[src/rtl/univ_shift_reg_burst.sv]
// Universal N-bit shift register with single-step and counted-burst operation.
// Optional rotate modes are enabled by defining USR_ROTATE_EN.
module univ_shift_reg_burst #(
  parameter int unsigned N  = 8,
  parameter int unsigned AW = $clog2(N) + 1
) (
  input  logic          clk,
  input  logic          rst,
  input  logic          en,
  input  logic          start,
  input  logic [2:0]    mode,
  input  logic [AW-1:0] amt,
  input  logic          sin,
  input  logic [N-1:0]  pd,
  output logic [N-1:0]  q,
  output logic          sout,
  output logic          busy,
  output logic          done
);

  typedef enum logic [1:0] {IDLE, RUN, DONE} state_t;
  typedef enum logic [2:0] {
    M_HOLD, M_SHL, M_SHR, M_LOAD, M_ROL, M_ROR, M_ASR, M_RSVD
  } mode_t;

  state_t        state_q, state_d;
  mode_t         mode_lat_q, mode_lat_d;
  logic [AW-1:0] cnt_q, cnt_d;
  logic [N-1:0]  q_q, q_d;
  logic          sout_q, sout_d;
  logic          busy_q, busy_d;
  logic          done_q, done_d;

  mode_t mode_in, op_mode;
  logic  do_op, in_shift_class;

  assign mode_in = mode_t'(mode);

  always_comb begin
    in_shift_class = 1'b0;
    case (mode_in)
      M_SHL, M_SHR, M_ASR: in_shift_class = 1'b1;
`ifdef USR_ROTATE_EN
      M_ROL, M_ROR:        in_shift_class = 1'b1;
`endif
      default:             in_shift_class = 1'b0;
    endcase
  end

  // Sequencing: decide next state/counter and whether an operation fires this edge.
  always_comb begin
    state_d    = state_q;
    mode_lat_d = mode_lat_q;
    cnt_d      = cnt_q;
    do_op      = 1'b0;
    op_mode    = mode_in;
    case (state_q)
      IDLE: begin
        if (start) begin
          if (in_shift_class) begin
            if (amt != '0) begin
              mode_lat_d = mode_in;
              cnt_d      = amt;
              state_d    = RUN;
            end else begin
              state_d = DONE;
            end
          end else begin
            do_op   = 1'b1;
            state_d = DONE;
          end
        end else if (en) begin
          do_op = 1'b1;
        end
      end
      RUN: begin
        do_op   = 1'b1;
        op_mode = mode_lat_q;
        cnt_d   = cnt_q - AW'(1);
        if (cnt_q <= AW'(1)) begin
          cnt_d   = '0;
          state_d = DONE;
        end
      end
      default: state_d = IDLE;
    endcase
  end

  always_comb begin
    q_d    = q_q;
    sout_d = sout_q;
    if (do_op) begin
      case (op_mode)
        M_SHL:  begin q_d = {q_q[N-2:0], sin};      sout_d = q_q[N-1]; end
        M_SHR:  begin q_d = {sin, q_q[N-1:1]};      sout_d = q_q[0];   end
        M_LOAD: begin q_d = pd; end
`ifdef USR_ROTATE_EN
        M_ROL:  begin q_d = {q_q[N-2:0], q_q[N-1]}; sout_d = q_q[N-1]; end
        M_ROR:  begin q_d = {q_q[0], q_q[N-1:1]};   sout_d = q_q[0];   end
`endif
        M_ASR:  begin q_d = {q_q[N-1], q_q[N-1:1]}; sout_d = q_q[0];   end
        default: begin q_d = q_q; end
      endcase
    end
  end

  // Status flags are registered copies of the next-state decode.
  assign busy_d = (state_d != IDLE);
  assign done_d = (state_d == DONE);

  always_ff @(posedge clk or posedge rst) begin
    if (rst) begin
      state_q    <= IDLE;
      mode_lat_q <= M_HOLD;
      cnt_q      <= '0;
      q_q        <= '0;
      sout_q     <= 1'b0;
      busy_q     <= 1'b0;
      done_q     <= 1'b0;
    end else begin
      state_q    <= state_d;
      mode_lat_q <= mode_lat_d;
      cnt_q      <= cnt_d;
      q_q        <= q_d;
      sout_q     <= sout_d;
      busy_q     <= busy_d;
      done_q     <= done_d;
    end
  end

  assign q    = q_q;
  assign sout = sout_q;
  assign busy = busy_q;
  assign done = done_q;

endmodule

[config.mk]
export PLATFORM = sky130hd
export DESIGN_NAME = univ_shift_reg_burst
export DESIGN_NICKNAME = d
export VERILOG_FILES = /design/src/rtl/univ_shift_reg_burst.sv
export SDC_FILE = /design/constraint.sdc
export NUM_CORES = 1
export LEC_CHECK = 0
export CORE_MARGIN = 5
export CORE_UTILIZATION = 53
export CTS_CLUSTER_DIAMETER = 80
export DETAILED_ROUTE_END_ITERATION = 16
export PLACE_DENSITY_LB_ADDON = 0.3
export SYNTH_ARGS = -nofsm -noshare
export SYNTH_HDL_FRONTEND = slang
export SYNTH_SLANG_ARGS = --single-unit
[constraint.sdc]
create_clock -name clk -period 4.1 [get_ports clk]
set_input_delay 0.82 -clock clk [delete_from_list [all_inputs] [get_ports clk]]
set_output_delay 0.82 -clock clk [all_outputs]
set_load 0.01 [all_outputs]
==> results.json <==
{
  "startpoint_type": "input port",
  "multi_input_area_um2": 714,
  "max-cap-violations": 0,
  "drive_above_1_share_pct": 8.81,
  "io_buffers": 30,
  "area_delta_synth_final_pct": 28.2,
  "insertion_delay_ns": 0.31,
  "synth_edf_count": 0,
  "start_util_pct": 56.6,
  "grt_use_met1_pct": 23.6,
  "hp-class": "reg -> reg",
  "post-route-period-util_pct": 63.3,
  "fp.dieArea_um2": 3520,
  "crit_fanout": 9,
  "rsz0062_at_grt": "false",
  "synth_warnings": 0,
  "final_util_pct": 72.6,
  "leakagePower_nw": 0.684,
  "globalplace.congestion": 0.863,
  "final_cell_mix": "clkdlybuf4s50_1 (30), dfrtp_1 (20), inv_1 (13)",
  "die_y_um": 59.3,
  "crit_arrival_ns": 2.83,
  "synth-async-reset-ratio_pct": 100,
  "netlist_area_um2": 1290,
  "ys_ff_latch": 20,
  "first_pass_iters": 5,
  "numCtsBuffers": 3,
  "wl_per_cell_um": 16.0,
  "critPathTopFamily": "compound AO/OA/AOI/OAI gates",
  "max_freq_mhz": 385,
  "setup_tns_ns": 0,
  "gr-usage-met2_pct": 28.4,
  "grt_usage_pct": 18.2,
  "antenna_left": 0,
  "layout.cells.most_common": "clkdlybuf4s50_1",
  "maxSlewViolCount": 0,
  "cp_cell_sequence": "clkdlybuf4s50_1 > nor2b_4 > o31a_1 > a211oi_4 > mux2i_1",
  "fillCellCount": 184,
  "pin_count": 31,
  "grt_overflow": 0,
  "setup_viol": 0,
  "vias": 1165,
  "slew_headroom_pct": 44.7,
  "hold_viol": 0,
  "synth.net_count": 151,
  "finClkSkew_ns": 0.00717,
  "crit_buf_inv": 1,
  "diodes": 0,
  "grt_use_met3_pct": 4.14,
  "syn_inst": 129,
  "path_clk_slew_ns": 0.12,
  "core.rowCount": 17,
  "wl_um": 3000,
  "finalNetCount": 182,
  "dp_hpwl_um": 2240,
  "post_cts_resized": 0,
  "crit_required_ns": 4.33,
  "power.density_nw_per_um2": 700,
  "die_w_um": 59.3,
  "antenna_found_initial": 0,
  "drcViolationCount": 0,
  "clock_path_buffers": 2,
  "endpoint_kind": "flop",
  "syn-mean-instance-area_um2": 9.99,
  "grt.busiest_layer": "met2",
  "max_slew.worst_pin.slew_ns": 0.828,
  "crit_slowest_cell": "clkdlybuf4s50_1",
  "synthTopCellsByArea": "dfrtp_1 (39%), mux2i_1 (7.8%), a222oi_1 (5.4%), mux2_2 (4.4%), inv_1 (3.8%)",
  "synth_ff_type": "dfrtp_1",
  "fp.coreArea_um2": 2280,
  "cts_root_buf": "clkbuf_4",
  "cts.sinks": 20,
  "outcome": "completed",
  "grt_start_max_net_pins": 21,
  "drt_iter0_markers": 89,
  "max_stage_delay_ns": 0.56,
  "ctsHoldBuffers": 0,
  "post_cts_buffers": 0,
  "yosysTopAreaCellShare_pct": 38.8,
  "worstSetupPathType": "in -> reg",
  "ir_drop_v": 0.000419,
  "finalCriticalPeriod_ns": 2.60,
  "yosys.area.top_type": "dfrtp_1",
  "viasPerCell": 6.23,
  "grt_pass1_wl_um": 4940,
  "cts_tree": "done",
  "ys_seq_area_share_pct": 38.8,
  "ys_types": 38,
  "htree_levels": 1,
  "grt_pass1_vias": 1131,
  "register_area_um2": 500
}
==> routing by layer <==
metal / vias up / wire, µm / part of all wire [%]
met5: - / 0 / 0
met4: 0 / 58 / 1.9
met3: 7 / 205 / 6.8
met2: 47 / 1420 / 47
met1: 563 / 1310 / 44
li1: 548 / - / -
==> cells in the mapped netlist (2+ instances only) <==
master	number
dfrtp_1	20
inv_1	13
mux2i_1	10
nand2_1	8
a222oi_1	7
o21ai_0	6
a21oi_1	5
mux2_2	5
nor2_1	5
nand2b_1	4
nor2b_1	4
o31ai_1	4
nor3_1	3
nor3b_1	3
a21boi_0	2
a2bb2oi_1	2
a32o_1	2
buf_2	2
ha_1	2
o22ai_1	2
o2bb2ai_1	2
or4_1	2
==> registers in the layout (all words and copies together) (netlist names) <==
register / flops
q: 8
done: 1
sout: 1
mode_lat_q: 3
cnt_q: 4
busy: 1
state_q: 2
==> logic make-up after synthesis <==
| kind of cell | synth area share [%] |
|---|---|
| AOI/OAI and AO/OA | 23.5 |
| and+or+nand+nor | 17.9 |
| DFF | 38.8 |
| buffers and inverters | 5.73 |
| muxes | 12.1 |
| adders and majority gates | 1.94 |
==> power breakdown <==
group	internal, W	total, W	switching (W)	leakage (nW)
clock network	0.0000989	0.000165	0.0000661	0.0279
registers	0.000293	0.000409	0.000116	0.241
logic	0.000309	0.000582	0.000273	0.415
==> worst paths after layout <==
kind,from,endpoint,slack (ns),cells past startpoint
worst max-delay path,mode[1],q[3],1.50,5
worst min-delay path,q[0],q[0],0.58,2
worst max register to register,state_q[0],q[3],1.74,4
worst min register to register,q[0],q[0],0.58,2
max in group asynchronous,rst,cnt_q[1],2.71,2
min in group asynchronous,rst,q[3],0.92,2
==> layout make-up <==
class,instances,share of cell area (%)
Multi-Input combinational cell,92,43.3
Clock inverter,1,1.82
Timing Repair Buffer,30,18.2
Inverter,13,2.95
Clock buffer,3,1.36
Sequential cell,20,30.3
Tap cell,28,2.12
==> worst reg2reg max path, cell delays in order (launching register included) <==
cell and delay (ns):
dfrtp_1 0.48, nor2b_1 0.71, mux2_2 0.50, a222oi_1 0.39, mux2i_1 0.16
==> metrics by stage <==
| step | power (W) | setup WS [ns] | cells | instance area (µm²) | hold slack [ns] |
|---|---|---|---|---|---|
| 2_1_floorplan | 0.000781 | 1.91 | 129 | 1290 | 0.507 |
| 3_3_place_gp | 0.000974 | 1.31 | 183 | 1600 | 0.544 |
| 3_5_place_dp | 0.000992 | 1.19 | 183 | 1600 | 0.552 |
| 4_1_cts | 0.00116 | 1.51 | 187 | 1650 | 0.574 |
| 5_1_grt | 0.00124 | 1.40 | 187 | 1650 | 0.597 |
| 6_report | 0.00116 | 1.50 | 187 | 1650 | 0.576 |
No activity file was read; power rests on OpenSTA's default activity.
